$ cat src/rtl/image_seq_pkg.sv
// Shared types and constants for the image sequencer.
// Holds the copy FSM state encoding and the image select wrap helper.
package image_seq_pkg;

  localparam int PIXEL_W = 3;
  localparam int ADDR_W  = 17;
  localparam int SEL_W   = 2;

  typedef enum logic [1:0] {
    IDLE,
    COPY,
    DRAIN,
    DONE
  } seq_state_e;

  function automatic logic [SEL_W-1:0] next_sel(
    input logic [SEL_W-1:0] sel,
    input int               n
  );
    return (int'(sel) >= n - 1) ? '0 : sel + 1'b1;
  endfunction

endpackage

$ cat src/rtl/image_sequencer_button_debounce.sv
// Button synchronizer and debouncer for an active-low push button.
// Emits a one-cycle press pulse per debounced press.
module button_debounce #(
  parameter int CYCLES = 500000
) (
  input  logic clk_i,
  input  logic rst_ni,
  input  logic btn_ni,
  output logic press_o
);

  localparam int CW = $clog2(CYCLES + 1);
  localparam logic [CW-1:0] CNT_LAST = CW'(CYCLES - 1);

  logic [1:0]    sync_q;
  logic          stable_q;
  logic [CW-1:0] cnt_q;
  logic          press_q;

  // stable_q is the debounced level; it only flips after a full
  // run of CYCLES samples disagreeing with it.
  always_ff @(posedge clk_i or negedge rst_ni) begin
    if (!rst_ni) begin
      sync_q   <= 2'b11;
      stable_q <= 1'b1;
      cnt_q    <= '0;
      press_q  <= 1'b0;
    end else begin
      sync_q  <= {sync_q[0], btn_ni};
      press_q <= 1'b0;
      if (sync_q[1] == stable_q) begin
        cnt_q <= '0;
      end else if (cnt_q == CNT_LAST) begin
        stable_q <= sync_q[1];
        cnt_q    <= '0;
        press_q  <= ~sync_q[1];
      end else begin
        cnt_q <= cnt_q + 1'b1;
      end
    end
  end

  assign press_o = press_q;

endmodule

$ cat src/rtl/image_sequencer.sv
// Copies a selected image ROM into the frame buffer on each button press.
// IMAGE_SEQ_AUTO_EN adds a timer that advances the image while idle.
module image_sequencer
  import image_seq_pkg::*;
#(
  parameter int NUM_IMAGES      = 3,
  parameter int PIXELS          = 76800,
  parameter int DEBOUNCE_CYCLES = 500000
`ifdef IMAGE_SEQ_AUTO_EN
  ,
  parameter int AUTO_PERIOD_CYCLES = 150000000
`endif
) (
  input  logic               i_clk,
  input  logic               i_resetL,
  input  logic               i_nextL,
  output logic [SEL_W-1:0]   o_rom_sel,
  output logic [ADDR_W-1:0]  o_rom_addr,
  input  logic [PIXEL_W-1:0] i_rom_data,
  output logic [ADDR_W-1:0]  o_fb_addr,
  output logic [PIXEL_W-1:0] o_fb_data,
  output logic               o_fb_we,
  output logic               o_flush,
  output logic               o_busy
);

  localparam logic [ADDR_W-1:0] LAST = ADDR_W'(PIXELS - 1);

  seq_state_e        state_q;
  logic [SEL_W-1:0]  sel_q;
  logic [ADDR_W-1:0] rom_addr_q;
  logic [ADDR_W-1:0] fb_addr_q;
  logic              fb_we_q;
  logic              flush_q;
  logic              busy_q;
  logic              pend_q;
  logic              boot_q;

  logic press;
  logic auto_hit;
  logic go_d;
  logic start_d;

  button_debounce #(
    .CYCLES(DEBOUNCE_CYCLES)
  ) u_btn (
    .clk_i  (i_clk),
    .rst_ni (i_resetL),
    .btn_ni (i_nextL),
    .press_o(press)
  );

  assign go_d    = press | pend_q | auto_hit;
  assign start_d = (state_q == IDLE) && (boot_q || go_d);

`ifdef IMAGE_SEQ_AUTO_EN
  logic [31:0] auto_q;

  assign auto_hit = (state_q == IDLE) &&
                    (auto_q == 32'(AUTO_PERIOD_CYCLES - 1));

  always_ff @(posedge i_clk or negedge i_resetL) begin
    if (!i_resetL) begin
      auto_q <= '0;
    end else if (state_q == IDLE && !start_d) begin
      auto_q <= auto_q + 1'b1;
    end else begin
      auto_q <= '0;
    end
  end
`else
  assign auto_hit = 1'b0;
`endif

  // boot_q forces the power-on load of image 0 without a press.
  always_ff @(posedge i_clk or negedge i_resetL) begin
    if (!i_resetL) begin
      state_q    <= IDLE;
      sel_q      <= '0;
      rom_addr_q <= '0;
      fb_addr_q  <= '0;
      fb_we_q    <= 1'b0;
      flush_q    <= 1'b0;
      busy_q     <= 1'b0;
      pend_q     <= 1'b0;
      boot_q     <= 1'b1;
    end else begin
      fb_we_q <= (state_q == COPY);
      flush_q <= 1'b0;
      if (state_q == COPY) begin
        fb_addr_q <= rom_addr_q;
      end
      unique case (state_q)
        IDLE: begin
          if (start_d) begin
            state_q    <= COPY;
            busy_q     <= 1'b1;
            rom_addr_q <= '0;
            pend_q     <= 1'b0;
            boot_q     <= 1'b0;
            if (!boot_q) begin
              sel_q <= next_sel(sel_q, NUM_IMAGES);
            end
          end
        end
        COPY: begin
          if (press) pend_q <= 1'b1;
          if (rom_addr_q == LAST) begin
            state_q    <= DRAIN;
            rom_addr_q <= '0;
          end else begin
            rom_addr_q <= rom_addr_q + 1'b1;
          end
        end
        DRAIN: begin
          if (press) pend_q <= 1'b1;
          state_q <= DONE;
          flush_q <= 1'b1;
        end
        DONE: begin
          if (press) pend_q <= 1'b1;
          state_q <= IDLE;
          busy_q  <= 1'b0;
        end
        default: state_q <= IDLE;
      endcase
    end
  end

  // ROM data lands one cycle after its address, so the pixel
  // passes straight through in the write cycle.
  assign o_fb_data  = fb_we_q ? i_rom_data : '0;
  assign o_rom_sel  = sel_q;
  assign o_rom_addr = rom_addr_q;
  assign o_fb_addr  = fb_addr_q;
  assign o_fb_we    = fb_we_q;
  assign o_flush    = flush_q;
  assign o_busy     = busy_q;

endmodule

$ cat config.mk
export PLATFORM = sky130hd
export DESIGN_NAME = image_sequencer
export DESIGN_NICKNAME = d
export VERILOG_FILES = /design/src/rtl/image_seq_pkg.sv /design/src/rtl/image_sequencer_button_debounce.sv /design/src/rtl/image_sequencer.sv
export SDC_FILE = /design/constraint.sdc
export NUM_CORES = 1
export LEC_CHECK = 0
export ABC_AREA = 1
export BUFFER_PORTS_ARGS = -buffer_cell sky130_fd_sc_hd__buf_2
export CORE_AREA = 4 4 82 84
export CTS_CLUSTER_DIAMETER = 120
export DETAILED_ROUTE_END_ITERATION = 10
export DIE_AREA = 0 0 86 88
export PLACE_DENSITY = 0.78
export REMOVE_ABC_BUFFERS = 1
export SETUP_SLACK_MARGIN = 0.1
export SLEW_MARGIN = 15
export SYNTH_ARGS = -nofsm -noshare
export SYNTH_HDL_FRONTEND = slang
export SYNTH_SLANG_ARGS = --single-unit
export TNS_END_PERCENT = 10
$ cat constraint.sdc
create_clock -name i_clk -period 1.8 [get_ports i_clk]
set_input_delay 0.09 -clock i_clk [delete_from_list [all_inputs] [get_ports i_clk]]
set_output_delay 0.09 -clock i_clk [all_outputs]
set_load 0.03 [all_outputs]
==> results of run 1 <==
==> metrics by stage <==
step	TNS [ns]	utilization (%)	area [um^2]	power (uW)
floorplan	-1.29	-	3300	1540
global placement	0	62.0	3670	1590
detailed placement	0	62.0	3670	1590
CTS	0	65.7	3890	2850
global route	0	66.0	3910	2910
finish	0	66.0	3910	2830
==> synth_stat cells (4+ instances only) <==
cell,count,area [um^2]
xnor2_1,4,35.0
o21ai_0,21,105
nor3_1,10,50.1
nand4_1,8,50.1
ha_1,7,87.6
dfstp_2,4,105
dfrtp_1,62,1550
nor2_1,71,267
xor2_1,7,61.3
nand2_1,125,469
inv_1,52,195
nand3_1,21,105
==> per-layer routing <==
metal  wire length (um)  vias up  track usage (%)
li1                   -     1432                -
met1               3400     1337             29.1
met2               3400       85             32.4
met3                412       15             4.05
met4                146        0             9.64
met5                  0        -                0
==> sequential cells by signal, summed over array words and instances, names as in the netlist <==
name	count
boot_q	1
o_busy	1
o_fb_addr	17
o_fb_we	1
o_flush	1
o_rom_addr	17
o_rom_sel	2
pend_q	1
state_q	2
u_btn.cnt_q	19
u_btn.press_o	1
u_btn.stable_q	1
u_btn.sync_q	2
==> tightest hold or removal path: cells and delay by family <==
kind     cells  cell delay, ns
buf+inv      3            0.94
==> area by class of cell <==
class | count | share of cell area, %
sequential | 66 | 42.4
multi-input combinational | 298 | 37.2
timing repair buffer | 54 | 7.81
inverter | 53 | 5.22
clock buffer | 14 | 4.16
tap | 75 | 2.40
clock inverter | 2 | 0.896
==> cell families after synthesis <==
family	after synthesis	synth area share (%)
compound gates	29	5.00
xor+xnor	12	3.38
fa+ha+maj	7	2.63
buf+inv	58	6.92
flops	66	49.8
simple gates	250	32.3
==> timing repair <==
| item | CTS | global route |
|---|---|---|
| endpoints found under the hold margin | 63 | 0 |
| setup endpoints to repair | 0 | 18 |
| setup buffers | 0 | 1 |
| gates resized for setup | 0 | 4 |
| hold buffers | 2 | 0 |
==> how the worst min path moves through the flow <==
stage / start / to / slack (ns) / cells after the start
2_1_floorplan: i_resetL / o_busy / -0.21 / 0
5_1_grt: i_resetL / u_btn.cnt_q[10] / 0.33 / 3
3_3_place_gp: i_resetL / u_btn.cnt_q[17] / 0.13 / 2
3_5_place_dp: i_resetL / u_btn.cnt_q[13] / 0.13 / 2
4_1_cts: i_resetL / u_btn.cnt_q[13] / 0.31 / 3
6_report: i_resetL / u_btn.cnt_q[13] / 0.29 / 3
==> power groups by stage <==
stage                     registers [uW]  clock network [uW]  logic [uW]
after detailed placement            1530                   0        61.7
final                               1500                1270        61.9
after floorplan                     1520                   0        16.9
after global routing                1500                1340        73.1
after CTS                           1500                1280        64.8
after global placement              1530                   0        59.8
==> results.yml, run 1 <==
critical_path:
  start_kind: "register"
  required_ns: 2.07
  cp_top_family: "simple AND/OR/NAND/NOR gates"
  ff2ff_path_depth: 9
  worst-path-stages: 9
  worst-path-buf-inv: 3
  crit_start: "state_q[1]"
  path_max_fanout: 10
  cp_slowest_cell: "dfrtp_1"
  setup.worst_path.end: "o_rom_addr[9]"
  timing.rr.start: "state_q[1]"
  critical_path.cell_chain: "inv_1, ha_1, buf_4, nand2_1, nand2_2, nand4_1, nand2_1, inv_1, nor2_1"
  crit_type: "register to register"
  critPathArrivalTime_ns: 1.87
  r2r_slack_ns: 0.20
  max_stage_delay_ns: 0.42
  r2r-end: "o_rom_addr[9]"
  cp-end-kind: "register"
power_and_ir_drop:
  vdd_drop_max_v: 0.000575
  swShare_pct: 21.2
  seq_power_share_pct: 53.0
  powerDensity_nw_per_um2: 723
  p_clk_share_pct: 44.8
  netSwitchingPower_uw: 598
  p_leak_uw: 0.00202
  p_int_uw: 2230
  p_comb_share_pct: 2.2
route:
  wirelength_um: 7360
  drt_iter0_markers: 194
  wl_per_cell_um: 13.1
  vias_per_cell: 5.10
  dr.pass1.iters: 4
  via_count: 2869
  drc: 0
  drt.antenna.violating_nets: 0
synthesis:
  seq_area_frac_synth_pct: 49.8
  synth-edff-count: 0
  synthArstFlopShare_pct: 100
  syn_area_um2: 3330
  synthFlopType: "dfrtp_1"
  syn_avg_cell_area_um2: 7.88
  ys.warnings.count: 0
  synth_seq_cells: 66
  syn-instance-count: 422
  ys_types: 29
sta:
  finalClockSkew_ns: 0.00684
  rsz0062_at_grt: "true"
  relSlewSlack_pct: 69.2
  finalHoldViolCount: 0
  clock.fmax_ghz: 0.624
  period_needed_ns: 1.60
  tightest_slew_ns: 0.459
  setup_violations: 0
  drv_slew: 0
  setup_slack_ns: 0.197
  fin_crit_sh_pct: 89.0
  whs_ns: 0.290
clock_tree:
  cts-root-buf: "clkbuf_8"
  cts_max_level: 3
  cts_tree: "built"
  clock_path_buffers: 2
  clk_pin_slew_ns: 0.07
  clock_latency_ns: 0.35
  numCtsBuffers: 9
  clock-sinks: 66
finish:
  multi_input_area_um2: 1450
  num-nets-final: 495
  n_antenna_cell: 0
  syn_to_final_growth_pct: 17.5
  final_common_cell: "nand2_1"
  drive_gt1_share_pct: 17.7
  nFillCells: 517
  layout.cells.non_filler: 562
  final_cell_mix: "nand2_1, nor2_1, dfrtp_1"
  seqCellArea_um2: 1660
placement:
  hpwl_um: 5280
  gp_congestion: 0.939
  dp.cells: 543
  dp_slack_ns: 0.137
  portBuffers: 47
global_routing:
  track_usage_pct: 21.1
  overflow: 0
  antenna_found_initial: 0
  grt_start_max_net_pins: 67
  grt_pass1_wl_um: 12600
  grt_pass1_vias: 2734
floorplan:
  start_util_pct: 56.2
  die_h_um: 88
  rows: 28
  coreArea_um2: 5920
  dieWidth_um: 86
  ios: 48
  die_area_um2: 7570
min_path:
  hp-class: "input pin to asynchronous set/reset pin"
flow_run:
  drv_cap: 0
run_status:
  status: "finished clean"
Power figures use the tool's default switching activity.
==> run 2: changes to the inputs <==
--- a/config.mk
+++ b/config.mk
@@ -7,11 +7,11 @@
 export LEC_CHECK = 0
 export ABC_AREA = 1
 export BUFFER_PORTS_ARGS = -buffer_cell sky130_fd_sc_hd__buf_2
-export CORE_AREA = 4 4 82 84
+export CORE_AREA = 4 4 74 93
 export CTS_CLUSTER_DIAMETER = 120
 export DETAILED_ROUTE_END_ITERATION = 10
-export DIE_AREA = 0 0 86 88
-export PLACE_DENSITY = 0.78
+export DIE_AREA = 0 0 78 97
+export PLACE_DENSITY = 0.77
 export REMOVE_ABC_BUFFERS = 1
 export SETUP_SLACK_MARGIN = 0.1
 export SLEW_MARGIN = 15
==> run 2 against run 1 <==
Largest cell class unchanged; hold slack got worse by 0.014 ns; first-iteration DRC count decreased by 16%; cell count increased by 3.0%; clock power increased by 17%; global-route usage increased by 0.20 points; clock-buffer cell count decreased by 4; routed wire length increased by 1.4%.
==> results.yml, run 2 (same netlist as run 1, synthesis figures left out) <==
route:
  drt_iter0_markers: 163
  vias_per_cell: 4.91
  drc: 0
  wl_per_cell_um: 12.9
  dr.pass1.iters: 4
  drt.antenna.violating_nets: 0
  wirelength_um: 7460
  via_count: 2844
finish:
  syn_to_final_growth_pct: 21.0
  finish.utilization_pct: 66.6
  num-nets-final: 502
  largest_reg_flops: 19
  drive_gt1_share_pct: 19.8
  layout.cells.non_filler: 579
  n_antenna_cell: 0
  top_register: "u_btn.cnt_q"
  final_cell_mix: "nand2_1, nor2_1, dfrtp_1"
  final_common_cell: "nand2_1"
clock_tree:
  cts-root-buf: "clkbuf_8"
  clock_latency_ns: 0.35
  clk_pin_slew_ns: 0.07
  cts_max_level: 3
  clock-sinks: 66
  cts_tree: "built"
  clock_path_buffers: 2
  numCtsBuffers: 9
critical_path:
  path_max_fanout: 10
  cp_top_family: "simple AND/OR/NAND/NOR gates"
  cp-end-kind: "register"
  required_ns: 2.03
  timing.rr.start: "state_q[1]"
  critical_path.cell_chain: "inv_1, ha_1, inv_1, nand2_1, nand2_4, nor2_4, xor2_1, nor2_1"
  critPathArrivalTime_ns: 1.85
  max_stage_delay_ns: 0.44
  start_kind: "register"
  ff2ff_path_depth: 8
  cp_slowest_cell: "dfrtp_1"
  crit_type: "register to register"
  r2r-end: "o_rom_addr[7]"
  cpMostUsedCell: "inv_1"
  worst-path-buf-inv: 2
  r2r_slack_ns: 0.18
sta:
  fin_setup_tns_ns: 0
  relSlewSlack_pct: 77.0
  drv_slew: 0
  finalHoldViolCount: 0
  tightest_slew_ns: 0.346
  clock.fmax_ghz: 0.618
  setup_violations: 0
  rsz0062_at_grt: "true"
  period_needed_ns: 1.62
  finalClockSkew_ns: 0.00868
  fin_crit_sh_pct: 90.0
  setup_slack_ns: 0.181
global_routing:
  track_usage_pct: 21.3
  grt_pass1_wl_um: 12900
  overflow: 0
  grt_pass1_vias: 2783
  antenna_found_initial: 0
  grt_start_max_net_pins: 67
power_and_ir_drop:
  powerDensity_nw_per_um2: 759
  p_total_uw: 3060
  vdd_drop_max_v: 0.000587
  p_leak_uw: 0.00207
floorplan:
  die_h_um: 97
  ios: 48
  die_area_um2: 7570
  start_util_pct: 55.0
  dieWidth_um: 78
  coreArea_um2: 6050
  rows: 32
placement:
  dp.cells: 556
  hpwl_um: 5450
  portBuffers: 47
  gp_congestion: 0.906
  dp_slack_ns: 0.161
run_status:
  status: "finished clean"
min_path:
  hp-class: "input pin to asynchronous set/reset pin"
flow_run:
  drv_cap: 0
run 2: cell types whose count changed in the layout (fill, tap and decap cells not counted), sizes merged:
cell      delta
buf          +7
bufinv       +2
clkbuf       -4
clkinv       +1
clkinvlp     +1
run 2: metrics by stage:
step	area, um^2	hold slack, ns
floorplan	3300	-0.206
global placement	3710	0.135
detailed placement	3710	0.131
CTS	3970	0.291
global route	4030	0.296
finish	4030	0.276
run 2: worst max-delay path by stage:
| stage | slack, ns | depth (start not counted) | from | to |
|---|---|---|---|---|
| floorplan | -0.13 | 9 | state_q[1] | o_rom_addr[13] |
| global placement | 0.16 | 8 | o_rom_addr[0] | o_rom_addr[15] |
| detailed placement | 0.16 | 8 | o_rom_addr[0] | o_rom_addr[7] |
| CTS | 0.14 | 8 | o_rom_addr[0] | o_rom_addr[7] |
| global route | 0.08 | 8 | o_rom_addr[0] | o_rom_addr[8] |
| finish | 0.18 | 8 | state_q[1] | o_rom_addr[7] |
run 2: what timing repair did:
action / 4_1_cts / 5_1_grt
endpoints found under the setup margin: 0 / 17
endpoints found under the hold margin: 63 / 0
hold buffers: 2 / 0
buffers inserted: 0 / 5
resized for setup: 0 / 7
run 2: routing by layer:
layer,routed length (um),vias to the layer above,global-route usage [%]
met5,0,-,0
met4,173,0,9.96
met3,305,15,5.31
met2,3890,59,35.0
met1,3080,1329,26.1
li1,-,1441,-
run 2: area by class of cell:
| type | instances | area (um^2) |
|---|---|---|
| clock buffer | 10 | 128 |
| clock inverter | 6 | 115 |
| fill | 493 | 2020 |
| inverter | 53 | 204 |
| multi-input combinational | 298 | 1460 |
| sequential | 66 | 1660 |
| tap | 85 | 106 |
| timing repair buffer | 61 | 358 |
run 2: worst min-delay path, cell delays in order:
cell,delay [ns]
dlygate4sd3_1,0.52
buf_2,0.12
buf_12,0.30
run 2: power by group:
part           leakage (uW)  switching, uW  internal (uW)
Sequential         0.000904           5.54           1490
Clock              0.000117            570            924
Combinational       0.00105           43.7           20.2
Total               0.00207            619           2440
